--- src/rtl/playback_controller_pkg.sv ---
// Shared constants for the playback controller: key codes, FSM encoding, divisor defaults.
package playback_controller_pkg;

    // ASCII command codes carried on key_code
    localparam logic [7:0] KEY_PLAY    = 8'h45; // 'E'
    localparam logic [7:0] KEY_PAUSE   = 8'h44; // 'D'
    localparam logic [7:0] KEY_FORWARD = 8'h46; // 'F'
    localparam logic [7:0] KEY_BACK    = 8'h42; // 'B'
    localparam logic [7:0] KEY_RESTART = 8'h52; // 'R'

    // Sample-tick divisor defaults, in inclk cycles
    localparam int unsigned DIV_W           = 16;
    localparam int unsigned DIV_DEFAULT     = 2272; // 50 MHz / 22 kHz
    localparam int unsigned DIV_STEP_DEFAULT = 16;
    localparam int unsigned DIV_MIN_DEFAULT = 256;
    localparam int unsigned DIV_MAX_DEFAULT = 8192;

    typedef enum logic [1:0] {
        StPaused   = 2'd0,
        StIssue    = 2'd1,
        StWaitDone = 2'd2
    } state_e;

endpackage

--- src/rtl/sample_tick_gen.sv ---
// Sample-rate divisor with saturating speed control and the free-running audio tick counter.
module sample_tick_gen
    import playback_controller_pkg::*;
#(
    parameter int unsigned CLK_DIV_DEFAULT = DIV_DEFAULT,
    parameter int unsigned DIV_STEP        = DIV_STEP_DEFAULT,
    parameter int unsigned DIV_MIN         = DIV_MIN_DEFAULT,
    parameter int unsigned DIV_MAX         = DIV_MAX_DEFAULT
) (
    input  logic             clk_i,
    input  logic             rst_ni,
    input  logic             speed_up_i,
    input  logic             speed_down_i,
    input  logic             speed_reset_i,
    output logic [DIV_W-1:0] clk_div_o,
    output logic             audio_clk_o
);

    localparam logic [DIV_W-1:0] Step    = DIV_W'(DIV_STEP);
    localparam logic [DIV_W-1:0] MinDiv  = DIV_W'(DIV_MIN);
    localparam logic [DIV_W-1:0] MaxDiv  = DIV_W'(DIV_MAX);
    localparam logic [DIV_W-1:0] DefDiv  = DIV_W'(CLK_DIV_DEFAULT);
    localparam int unsigned      DecFloor = DIV_MIN + DIV_STEP;

    logic [DIV_W-1:0] div_q, div_d;
    logic [DIV_W-1:0] cnt_q, cnt_d;
    logic             tick_q, tick_d;

    // Next divisor: reset wins, opposing strobes cancel, both directions saturate
    always_comb begin
        div_d = div_q;
        if (speed_reset_i) begin
            div_d = DefDiv;
        end else if (speed_up_i && !speed_down_i) begin
            if (32'(div_q) >= DecFloor) div_d = div_q - Step;
            else                        div_d = MinDiv;
        end else if (speed_down_i && !speed_up_i) begin
            if (32'(div_q) + DIV_STEP <= DIV_MAX) div_d = div_q + Step;
            else                                  div_d = MaxDiv;
        end
    end

    // Tick counter: pulse on terminal count; silent reload if the divisor shrank under the count
    always_comb begin
        tick_d = 1'b0;
        cnt_d  = cnt_q + 1'b1;
        if (cnt_q >= div_q) begin
            cnt_d = '0;
        end else if (cnt_q == div_q - 1'b1) begin
            cnt_d  = '0;
            tick_d = 1'b1;
        end
    end

    // Divisor, counter and tick registers
    always_ff @(posedge clk_i or negedge rst_ni) begin
        if (!rst_ni) begin
            div_q  <= DefDiv;
            cnt_q  <= '0;
            tick_q <= 1'b0;
        end else begin
            div_q  <= div_d;
            cnt_q  <= cnt_d;
            tick_q <= tick_d;
        end
    end

    assign clk_div_o   = div_q;
    assign audio_clk_o = tick_q;

endmodule

--- src/rtl/playback_controller.sv ---
// Playback controller: key-command decode, word-issue FSM and sample-tick generation.
module playback_controller
    import playback_controller_pkg::*;
#(
    parameter int unsigned CLK_DIV_DEFAULT = DIV_DEFAULT,
    parameter int unsigned DIV_STEP        = DIV_STEP_DEFAULT,
    parameter int unsigned DIV_MIN         = DIV_MIN_DEFAULT,
    parameter int unsigned DIV_MAX         = DIV_MAX_DEFAULT
) (
    input  logic             inclk,
    input  logic             reset_n,
    input  logic             key_valid,
    input  logic [7:0]       key_code,
    input  logic             speed_up,
    input  logic             speed_down,
    input  logic             speed_reset,
    input  logic             gen_finish,
    output logic             start_read,
    output logic             direction,
    output logic             restart,
    output logic             audio_clk,
    output logic             playing,
    output logic [DIV_W-1:0] clk_div
);

    state_e state_q;
    logic   start_read_q;
    logic   direction_q;
    logic   play_q;
    logic   pend_dir_q;
    logic   restart_q;

    logic   key_play, key_pause, key_fwd, key_back, key_restart;

    // Command decode; unknown codes fall through as no-ops
    always_comb begin
        key_play    = key_valid && (key_code == KEY_PLAY);
        key_pause   = key_valid && (key_code == KEY_PAUSE);
        key_fwd     = key_valid && (key_code == KEY_FORWARD);
        key_back    = key_valid && (key_code == KEY_BACK);
        key_restart = key_valid && (key_code == KEY_RESTART);
    end

    // Word-issue FSM; direction only changes on entry to ISSUE so a word never flips mid-flight
    always_ff @(posedge inclk or negedge reset_n) begin
        if (!reset_n) begin
            state_q      <= StPaused;
            start_read_q <= 1'b0;
            direction_q  <= 1'b0;
        end else begin
            start_read_q <= 1'b0;
            case (state_q)
                StPaused: begin
                    if (play_q) begin
                        state_q      <= StIssue;
                        start_read_q <= 1'b1;
                        direction_q  <= pend_dir_q;
                    end
                end
                StIssue: begin
                    state_q <= StWaitDone;
                end
                StWaitDone: begin
                    if (gen_finish) begin
                        if (play_q) begin
                            state_q      <= StIssue;
                            start_read_q <= 1'b1;
                            direction_q  <= pend_dir_q;
                        end else begin
                            state_q <= StPaused;
                        end
                    end
                end
                default: begin
                    state_q <= StPaused;
                end
            endcase
        end
    end

    // Play flag and pending direction, updated by key commands in any state
    always_ff @(posedge inclk or negedge reset_n) begin
        if (!reset_n) begin
            play_q     <= 1'b0;
            pend_dir_q <= 1'b0;
        end else begin
            if (key_play)       play_q <= 1'b1;
            else if (key_pause) play_q <= 1'b0;
            if (key_fwd)        pend_dir_q <= 1'b0;
            else if (key_back)  pend_dir_q <= 1'b1;
        end
    end

    // Restart level: a new 'R' beats a coinciding gen_finish
    always_ff @(posedge inclk or negedge reset_n) begin
        if (!reset_n) begin
            restart_q <= 1'b0;
        end else if (key_restart) begin
            restart_q <= 1'b1;
        end else if (gen_finish) begin
            restart_q <= 1'b0;
        end
    end

    sample_tick_gen #(
        .CLK_DIV_DEFAULT (CLK_DIV_DEFAULT),
        .DIV_STEP        (DIV_STEP),
        .DIV_MIN         (DIV_MIN),
        .DIV_MAX         (DIV_MAX)
    ) u_sample_tick_gen (
        .clk_i         (inclk),
        .rst_ni        (reset_n),
        .speed_up_i    (speed_up),
        .speed_down_i  (speed_down),
        .speed_reset_i (speed_reset),
        .clk_div_o     (clk_div),
        .audio_clk_o   (audio_clk)
    );

    assign start_read = start_read_q;
    assign direction  = direction_q;
    assign restart    = restart_q;
    assign playing    = play_q;

endmodule

--- config.mk ---
export PLATFORM = sky130hd
export DESIGN_NAME = playback_controller
export DESIGN_NICKNAME = d
export VERILOG_FILES = /design/src/rtl/playback_controller_pkg.sv /design/src/rtl/sample_tick_gen.sv /design/src/rtl/playback_controller.sv
export SDC_FILE = /design/constraint.sdc
export NUM_CORES = 1
export LEC_CHECK = 0
export BUFFER_PORTS_ARGS = -buffer_cell sky130_fd_sc_hd__buf_2
export CAP_MARGIN = 5
export CORE_UTILIZATION = 49
export CTS_BUF_LIST = sky130_fd_sc_hd__clkbuf_16
export DETAILED_ROUTE_END_ITERATION = 16
export PLACE_DENSITY = 0.69
export SYNTH_ARGS = -nofsm -noshare
export SYNTH_HDL_FRONTEND = slang
export SYNTH_SLANG_ARGS = --single-unit
--- constraint.sdc ---
create_clock -name inclk -period 4.72 [get_ports inclk]
set_input_delay 0.944 -clock inclk [delete_from_list [all_inputs] [get_ports inclk]]
set_output_delay 0.944 -clock inclk [all_outputs]
set_load 0.02 [all_outputs]
# ---- Word-level counts from Yosys, hierarchy flattened
# Index checks and enable logic that the tools add are counted.
dict set report totals {
  word_cells 69
  in_bits 15
  regBits 40
}
dict set report classes {
  n_mux 25
  n_eq_ne 10
  add_sub_neg 5
  n_reduce_logical 17
  order_cmp 3
}
# operator count
set op_table {}
lappend op_table {{two-way mux 16 bit} 7}
lappend op_table {{== test 8 x 7 -> 1 bit, second input constant} 5}
lappend op_table {{<= comparator 32 x 14 -> 1 bit, second input constant} 1}
lappend op_table {{adder 16 x 5 -> 17 bit, second input constant} 1}
lappend op_table {{adder 16 x 1 -> 16 bit, second input constant} 1}
lappend op_table {{adder 16 x 5 -> 16 bit, second input constant} 1}
lappend op_table {{== test 16 bit} 1}
lappend op_table {{greater-or-equal comparator 16 bit} 1}
lappend op_table {{greater-or-equal comparator 16 x 9 -> 1 bit, second input constant} 1}
lappend op_table {{subtractor 16 x 1 -> 16 bit, second input constant} 1}
lappend op_table {{subtractor 16 x 5 -> 16 bit, second input constant} 1}
lappend op_table {{two-way mux 1 bit} 13}
lappend op_table {{nonzero test 2 bit} 4}
lappend op_table {{logical AND 1 bit} 7}
lappend op_table {{case mux 2 bit (3 select lines)} 1}
lappend op_table {{two-way mux 2 bit} 2}
lappend op_table {{!= test 2 bit, second input constant} 2}
lappend op_table {{case mux 1 bit (2 select lines)} 2}
lappend op_table {{AND reduction 2 bit} 2}
lappend op_table {{nonzero test 3 bit} 1}
lappend op_table {{== test 2 x 1 -> 1 bit, second input constant} 1}
lappend op_table {{== test 2 bit, second input constant} 1}
lappend op_table {{logical NOT 1 bit} 2}
lappend op_table {{logical NOT 2 bit} 1}

# ---- Depth between registers and ports, before layout
# Gate-level depths: netlist of run 1.
dict set report logic_depth {
  word_depth 6
  mapped_depth 10
}

# ---- Cells and area by module
# Synthesis of run 1 repeated with hierarchy kept, for this count alone.
dict set report unflattened {
  hier_cells 329
  hier_area_um2 2962.8
}
# mod cells_per_inst seq_area_each_um2 n_inst area_per_inst_um2
set by_module_without_submodules {}
lappend by_module_without_submodules {sample_tick_gen 304 730.7 1 2626.3}
lappend by_module_without_submodules {playback_controller 25 175.2 1 336.6}

# ---- Worst setup path before layout of run 1
# No wires, ideal clock.
dict set report synth_path {
  path_type {register to register}
  startpoint {register u_sample_tick_gen.div_q[4], in the netlist u_sample_tick_gen.clk_div_o[4]}
  endpoint {register u_sample_tick_gen.cnt_q[6]}
  setup_ps 143
  required_time_ps 4577
  setup_slack_ps 1986
  path_stages_with_launch 10
  t_arrival_ps 2591
  path_buffers 1
  cell_sequence {dfrtp_1 -> inv_1 -> ha_1 -> or3b_2 -> nor4_1 -> and3_1 -> o2111ai_1 -> a2111oi_4 -> buf_6 -> nor3_1}
}
dict set report synth_via {
  elab_chain_len 4
  elab_cells_between_ends 5
  cone_classes {add/sub (1); order compare (1); eq/ne (1); mux (2)}
}
# element line
set synth_rtl {}
lappend synth_rtl {{from (decl)} sample_tick_gen.sv:25} ;# logic [DIV_W-1:0] div_q, div_d;
lappend synth_rtl {{from (signal assigned)} sample_tick_gen.sv:58} ;# div_q <= DefDiv;
lappend synth_rtl {{from (signal assigned)} sample_tick_gen.sv:62} ;# div_q <= div_d;
lappend synth_rtl {{subtractor 16 x 1 -> 16 bit} sample_tick_gen.sv:49} ;# end else if (cnt_q == div_q - 1'b1) begin
lappend synth_rtl {{== test 16 bit} sample_tick_gen.sv:49}
lappend synth_rtl {{two-way mux 16 bit} sample_tick_gen.sv:49}
lappend synth_rtl {{two-way mux 16 bit *} sample_tick_gen.sv:47} ;# if (cnt_q >= div_q) begin
lappend synth_rtl {{named net u_sample_tick_gen.cnt_d[6]} sample_tick_gen.sv:26} ;# logic [DIV_W-1:0] cnt_q, cnt_d;
lappend synth_rtl {{to (signal assigned)} sample_tick_gen.sv:63} ;# cnt_q <= cnt_d;
lappend synth_rtl {{to (decl)} sample_tick_gen.sv:26}
# The timed path passes the listed nets; every way through them passes the cells marked *.
# A chain may end at the register's enable or synchronous reset.

# ---- Worst setup path after layout of run 1
dict set report layout_path {
  startpoint {register u_sample_tick_gen.div_q[4], in the netlist u_sample_tick_gen.clk_div_o[4]}
  endpoint {register u_sample_tick_gen.tick_q, in the netlist u_sample_tick_gen.audio_clk_o}
}
dict set report layout_via {
  elab_chain_len 4
  elab_cells_between_ends 5
  cone_classes {add/sub (1); order compare (1); eq/ne (1); mux (2)}
}
# element line
set layout_rtl {}
lappend layout_rtl {{subtractor 16 x 1 -> 16 bit} sample_tick_gen.sv:49}
lappend layout_rtl {{== test 16 bit} sample_tick_gen.sv:49}
lappend layout_rtl {{two-way mux 1 bit} sample_tick_gen.sv:49}
lappend layout_rtl {{two-way mux 1 bit *} sample_tick_gen.sv:47}
lappend layout_rtl {{named net u_sample_tick_gen.tick_d} sample_tick_gen.sv:27} ;# logic tick_q, tick_d;
lappend layout_rtl {{to (signal assigned)} sample_tick_gen.sv:64} ;# tick_q <= tick_d;
lappend layout_rtl {{to (decl)} sample_tick_gen.sv:27}
# Marked as above.

==> impl_metrics.env, run 1 <==
export IMPL_yosys_area_top_type="dfrtp_1"
export IMPL_dr_pass1_iters=5
export IMPL_final_hold_viol_count=0
export IMPL_leakagePower_nw=1.36
export IMPL_rsz0062_at_grt="false"
export IMPL_period_needed_ns=3.20
export IMPL_drv_cap=0
export IMPL_cts_tree="built"
export IMPL_synth_top_family_by_area="simple AND/OR/NAND/NOR gates"
export IMPL_clockBufferDepth=2
export IMPL_cts_sinks=36
export IMPL_finalCritPeriodShare_pct=67.8
export IMPL_cts_root_buf="clkbuf_16"
export IMPL_yosysSeqAreaShare_pct=32.8
export IMPL_die_y_um=77.0
export IMPL_vias=2415
export IMPL_gr_usage_all_layers_pct=23.3
export IMPL_drc=0
export IMPL_syn_area_um2=2760
export IMPL_hold_class="reg2reg"
export IMPL_worst_pin_slew_ns=0.990
export IMPL_cts_resized=0
export IMPL_crit_path_start_kind="register"
export IMPL_ctsHoldBuffers=0
export IMPL_synth_flop_cell="dfrtp_1"
export IMPL_post_cts_buffers=0
export IMPL_syn_area_per_cell_um2=8.96
export IMPL_wl_mm=6.43
export IMPL_drive_gt1_share_pct=16.9
export IMPL_synth_warnings=0
export IMPL_core_rowCount=26
export IMPL_synth_edf_count=0
export IMPL_vias_per_cell=6.01
export IMPL_synth_seq_cells=36
export IMPL_yosysUniqueCellTypes=60
export IMPL_clk_insertion_delay_late_ns=0.28
export IMPL_tns_ns=0
export IMPL_fin_skew_ns=0.00411
export IMPL_synth_adder_area_share_pct=8.62
export IMPL_grt_max_degree=37
export IMPL_antenna_found_initial=0
export IMPL_synthTopCellsByArea="dfrtp_1, ha_1, xnor2_1, nor3_1, xor2_1"
export IMPL_wl_per_cell_um=16.0
export IMPL_syn_to_final_growth_pct=10.5
export IMPL_synth_mux_area_share_pct=2.40
export IMPL_yosysTopAreaCellShare_pct=29.0
export IMPL_dieArea_um2=5930
export IMPL_worstPathArrival_ns=3.40
export IMPL_fin_cells=402
export IMPL_vdd_drop_max_v=0.000200
export IMPL_post_dp_hpwl_mm=4.73
export IMPL_grt_pass1_wl_mm=10.9
export IMPL_path_clk_slew_ns=0.05
export IMPL_dpl_cell_count=394
export IMPL_antenna_left=0
export IMPL_finalSetupViolCount=0
export IMPL_crit_type="reg2reg"
export IMPL_synth_xor_area_share_pct=9.84
export IMPL_numPortBuffers=31
export IMPL_cp_required_ns=4.92
export IMPL_power_density_nw_per_um2=311
export IMPL_relSlewSlack_pct=34.0
export IMPL_cp_end_kind="register"
export IMPL_coreArea_um2=5270
export IMPL_synth_compound_area_share_pct=15.8
export IMPL_crit_path_max_fanout=17
export IMPL_overflow=0
export IMPL_place_congestion=0.927
export IMPL_synthCells=308
export IMPL_grt_pass1_vias=2255
export IMPL_diodes=0
export IMPL_status="completed"
export IMPL_synth_simple_area_share_pct=24.1
export IMPL_start_util_pct=52.4
export IMPL_pin_count=36
export IMPL_async_flop_share_pct=100
export IMPL_fin_nets=365
export IMPL_fmax_mhz=313
export IMPL_finalMaxSlewViolations=0
export IMPL_die_w_um=77.0
export IMPL_cts_max_level=2
export IMPL_drt_iter0_drc=229
export IMPL_cts_buffers_inserted=5
-- final timing paths --
check                                                           start                                         end  slack [ns]  cells after the start
max                        u_sample_tick_gen.clk_div_o[4]$_DFFE_PN0P_     u_sample_tick_gen.audio_clk_o$_DFF_PN0_        1.52                      8
min                                            state_q[0]$_DFFE_PN0P_                      state_q[0]$_DFFE_PN0P_        0.47                      1
max reg2reg                u_sample_tick_gen.clk_div_o[4]$_DFFE_PN0P_     u_sample_tick_gen.audio_clk_o$_DFF_PN0_        1.52                      8
min reg2reg                                    state_q[0]$_DFFE_PN0P_                      state_q[0]$_DFFE_PN0P_        0.47                      1
max in group asynchronous                                     reset_n        u_sample_tick_gen.cnt_q[0]$_DFF_PN0_        3.45                      1
min in group asynchronous                                     reset_n  u_sample_tick_gen.clk_div_o[8]$_DFFE_PN0P_        0.76                      1
-- critical path, stage by stage (launching register included) --
cell and delay (ns):
dfrtp_1 0.48, inv_1 0.17, ha_1 0.22, or3b_2 0.53, nor4_1 0.36, and3_1 0.20, o2111ai_1 0.14, a2111oi_4 0.80
nor2b_1 0.21
-- cell usage after synthesis, drive strengths merged, types with 4 or more instances --
| cell type | instances |
|---|---|
| a21o | 4 |
| a21oi | 13 |
| and3 | 5 |
| buf | 11 |
| clkbuf | 8 |
| dfrtp | 32 |
| dfstp | 4 |
| ha | 19 |
| inv | 16 |
| mux2 | 5 |
| nand2 | 15 |
| nand3 | 17 |
| nand4 | 6 |
| nor2 | 17 |
| nor3 | 26 |
| nor3b | 5 |
| nor4 | 5 |
| o21ai | 9 |
| o22ai | 6 |
| or4 | 4 |
| xnor2 | 17 |
| xor2 | 14 |
-- through the flow --
stage | utilization, % | area [µm²] | total power [mW] | worst slack (ns) | hold slack [ns]
global placement | 55.2 | 2910 | 0.634 | 1.67 | 0.459
CTS | 57.9 | 3050 | 0.956 | 1.50 | 0.475
finish | 57.9 | 3050 | 0.948 | 1.52 | 0.475
global route | 57.9 | 3050 | 1.01 | 1.34 | 0.500
detailed placement | 55.2 | 2910 | 0.643 | 1.53 | 0.459
floorplan | - | 2770 | 0.579 | 1.99 | 0.441
-- cells in the final DEF (no fill, tap or decap), drive strengths merged, types with 4 or more instances in the layout --
cell type / n
xor2: 14
nor3: 26
nor4: 5
nand3: 17
o22ai: 6
o21ai: 9
and3: 5
nand4: 6
dfstp: 4
buf: 32
a21oi: 13
nor3b: 5
mux2: 5
inv: 18
xnor2: 17
or4: 4
nor2: 17
nand2: 15
ha: 19
clkbuf: 5
conb: 4
a21o: 4
dfrtp: 32
-- where the power goes --
group | internal, mW | switching [mW]
clock | 0.190 | 0.119
sequential | 0.350 | 0.0626
combinational | 0.101 | 0.125
-- layout make-up --
| type | count | area, µm² |
|---|---|---|
| Clock buffer | 5 | 125 |
| Clock inverter | 3 | 12.5 |
| Fill cell | 489 | 2220 |
| Inverter | 17 | 63.8 |
| Multi-Input combinational cell | 239 | 1690 |
| Sequential cell | 36 | 906 |
| Tap cell | 70 | 87.6 |
| Timing Repair Buffer | 32 | 163 |
-- cells by family after synthesis --
| kind of cell | count (synthesis) |
|---|---|
| fa+ha+maj | 19 |
| other cells | 1 |
| buf+inv | 36 |
| simple gates | 119 |
| compound gates | 60 |
| mux | 6 |
| xor+xnor | 31 |
| flops | 36 |
-- sequential cells by signal, summed over array words and instances, names as in the netlist --
signal                         count
direction                          1
pend_dir_q                         1
playing                            1
restart                            1
start_read                         1
state_q                            2
u_sample_tick_gen.audio_clk_o      1
u_sample_tick_gen.clk_div_o       12
u_sample_tick_gen.cnt_q           16
-- routing by layer --
| layer | global-route usage [%] | share of wire [%] |
|---|---|---|
| met2 | 37.3 | 46 |
| met3 | 3.93 | 5.3 |
| met1 | 31.9 | 47 |
| met5 | 0 | 0 |
| met4 | 7.36 | 1.9 |
Note: power is estimated with default switching activity, not from simulation.
==> inputs of run 2 (changes only) <==
- ABC_AREA: not set -> 1
- clock period: 4.72 -> 2.97 ns (I/O delays scaled with it)
==> run 2 against run 1 <==
Compared with the run above: via count up 17%; sequential share of layout area down 2.9 points; combinational power rose to 3.0 times the previous value; critical path type unchanged; largest power group unchanged.
==> impl_metrics.env, run 2 <==
export IMPL_status="completed"
export IMPL_pin_count=36
export IMPL_place_area_um2=3210
export IMPL_diodes=0
export IMPL_path_cells="inv_1 -> ha_1 -> nand2_4 -> nor2_2 -> nand2_1 -> nand2_1 -> nand2_1 -> nand2_1 -> nand2_1 -> nor2_2 -> nand3_4 -> nand2_1 -> nor2_1"
export IMPL_coreArea_um2=5920
export IMPL_yosysTopAreaCellShare_pct=26.6
export IMPL_layout_commonest_cell="nand2_1"
export IMPL_power_density_nw_per_um2=590
export IMPL_die_y_um=80.4
export IMPL_pre_cts_slack_ns=0.645
export IMPL_synth_warnings=0
export IMPL_post_cts_buffers=0
export IMPL_register_area_um2=906
export IMPL_drive_gt1_share_pct=14.4
export IMPL_vias_per_cell=5.11
export IMPL_cp_common_cell="nand2_1"
export IMPL_finalCritPeriodShare_pct=78.9
export IMPL_worst_pin_slew_ns=0.813
export IMPL_grt_pass1_vias=2642
export IMPL_relSlewSlack_pct=45.8
export IMPL_vdd_drop_max_v=0.000400
export IMPL_clockBufferDepth=2
export IMPL_crit_type="reg2reg"
export IMPL_numPortBuffers=31
export IMPL_syn_to_final_growth_pct=12.1
export IMPL_clk_insertion_delay_late_ns=0.28
export IMPL_antenna_found_initial=0
export IMPL_cts_buffers_inserted=5
export IMPL_grt_max_degree=37
export IMPL_synth_flop_cell="dfrtp_1"
export IMPL_cts_tree="built"
export IMPL_top_register="u_sample_tick_gen.cnt_q"
export IMPL_overflow=0
export IMPL_period_needed_ns=2.34
export IMPL_fmax_mhz=427
export IMPL_synth_edf_count=0
export IMPL_dieArea_um2=6460
export IMPL_drc=0
export IMPL_ys_top_cells_by_count="nand2_1, nor2_1, inv_1"
export IMPL_cts_sinks=36
export IMPL_core_rowCount=28
export IMPL_final_hold_viol_count=0
export IMPL_yosysSeqAreaShare_pct=30.1
export IMPL_critPathTopFamily="simple AND/OR/NAND/NOR gates"
export IMPL_drv_cap=0
export IMPL_fin_nets=512
export IMPL_fin_skew_ns=0.00561
export IMPL_cts_resized=0
export IMPL_cp_slowest_stage_delay_ns=0.45
export IMPL_multi_input_comb_area_um2=1810
export IMPL_wl_mm=7.08
export IMPL_cts_root_buf="clkbuf_16"
export IMPL_finalSetupViolCount=0
export IMPL_crit_path_max_fanout=17
export IMPL_dr_pass1_iters=4
export IMPL_cp_end_kind="register"
export IMPL_vias=2830
export IMPL_worstPathArrival_ns=2.51
export IMPL_cp_required_ns=3.14
export IMPL_die_w_um=80.4
export IMPL_fillCellCount=582
export IMPL_antenna_left=0
export IMPL_synthTopCellsByArea="dfrtp_1, nand2_1, ha_1, nor2_1, inv_1"
export IMPL_gr_usage_all_layers_pct=24.8
export IMPL_cts_max_level=2
export IMPL_grt_pass1_wl_mm=12.3
export IMPL_largest_reg_flops=16
export IMPL_finalMaxSlewViolations=0
export IMPL_tns_ns=0
export IMPL_hold_class="in2async"
export IMPL_post_dp_hpwl_mm=5.37
export IMPL_crit_path_start_kind="register"
export IMPL_setup_ws_ns=0.628
export IMPL_place_congestion=0.911
export IMPL_syn_area_um2=3010
export IMPL_worst_path_buf_inv=1
export IMPL_async_flop_share_pct=100
export IMPL_drt_iter0_drc=189
export IMPL_ctsHoldBuffers=0
export IMPL_wl_per_cell_um=12.8
export IMPL_syn_area_per_cell_um2=6.78
export IMPL_yosysUniqueCellTypes=35
export IMPL_cp_slowest_cell="dfrtp_1"
export IMPL_leakagePower_nw=1.85
export IMPL_synthCells=444
export IMPL_path_clk_slew_ns=0.06
export IMPL_final_cell_mix="nand2_1, nor2_1, inv_1"
export IMPL_yosys_area_top_type="dfrtp_1"
export IMPL_synth_seq_cells=36
export IMPL_rsz0062_at_grt="false"
export IMPL_finalInstanceArea_um2=3380
export IMPL_synth_most_common_cell="nand2_1"
export IMPL_start_util_pct=50.8
[run 2: final timing paths]
path	start	end	slack [ns]	cells past startpoint
setup / recovery	u_sample_tick_gen.clk_div_o[4]$_DFFE_PN0P_	u_sample_tick_gen.cnt_q[12]$_DFF_PN0_	0.63	13
hold / removal	reset_n	u_sample_tick_gen.clk_div_o[4]$_DFFE_PN0P_	0.39	1
setup reg to reg	u_sample_tick_gen.clk_div_o[4]$_DFFE_PN0P_	u_sample_tick_gen.cnt_q[12]$_DFF_PN0_	0.63	13
hold reg to reg	state_q[0]$_DFFE_PN0P_	state_q[1]$_DFFE_PN0P_	0.44	1
max in group asynchronous	reset_n	u_sample_tick_gen.cnt_q[6]$_DFF_PN0_	2.05	1
min in group inclk	state_q[0]$_DFFE_PN0P_	state_q[1]$_DFFE_PN0P_	0.44	1
[run 2: final cells by class]
class	count	area share, %
multi-input cells	343	53.7
flip-flops and latches	36	26.8
inverters	58	6.45
repair buffers	34	5.26
clock buffers	5	3.71
well taps	75	2.78
clock inverters	3	1.26
[run 2: cell families after synthesis]
| group | share of synthesized area (%) |
|---|---|
| simple gates | 39.4 |
| buf+inv | 10.1 |
| flops | 30.1 |
| compound gates | 6.11 |
| fa+ha+maj | 7.90 |
| xor+xnor | 5.53 |
| mux | 0.748 |
| other cells | 0.125 |
[run 2: layer usage]
metal | vias to the layer above | wire length [µm] | part of all wire, % | track usage [%]
met5 | - | 0 | 0 | 0
met4 | 0 | 104 | 1.5 | 7.32
met3 | 11 | 365 | 5.2 | 5.00
met2 | 76 | 3340 | 47 | 40.8
met1 | 1270 | 3280 | 46 | 32.5
li1 | 1473 | - | - | -
[run 2: stage by stage]
stage / hold WS [ns] / total power, mW / cells / utilization, %
after floorplan: 0.298 / 1.23 / 447 / -
after CTS: 0.442 / 2.00 / 554 / 57.0
final: 0.392 / 1.99 / 554 / 57.0
after detailed placement: 0.441 / 1.38 / 546 / 54.2
after global routing: 0.483 / 2.15 / 554 / 57.0
after global placement: 0.425 / 1.38 / 546 / 54.2
[run 2: where the power goes]
part	total [mW]	leakage, nW	internal (mW)	switching [mW]
Combinational	0.672	1.31	0.250	0.421
Clock	0.607	0.0798	0.394	0.213
Sequential	0.711	0.467	0.583	0.128
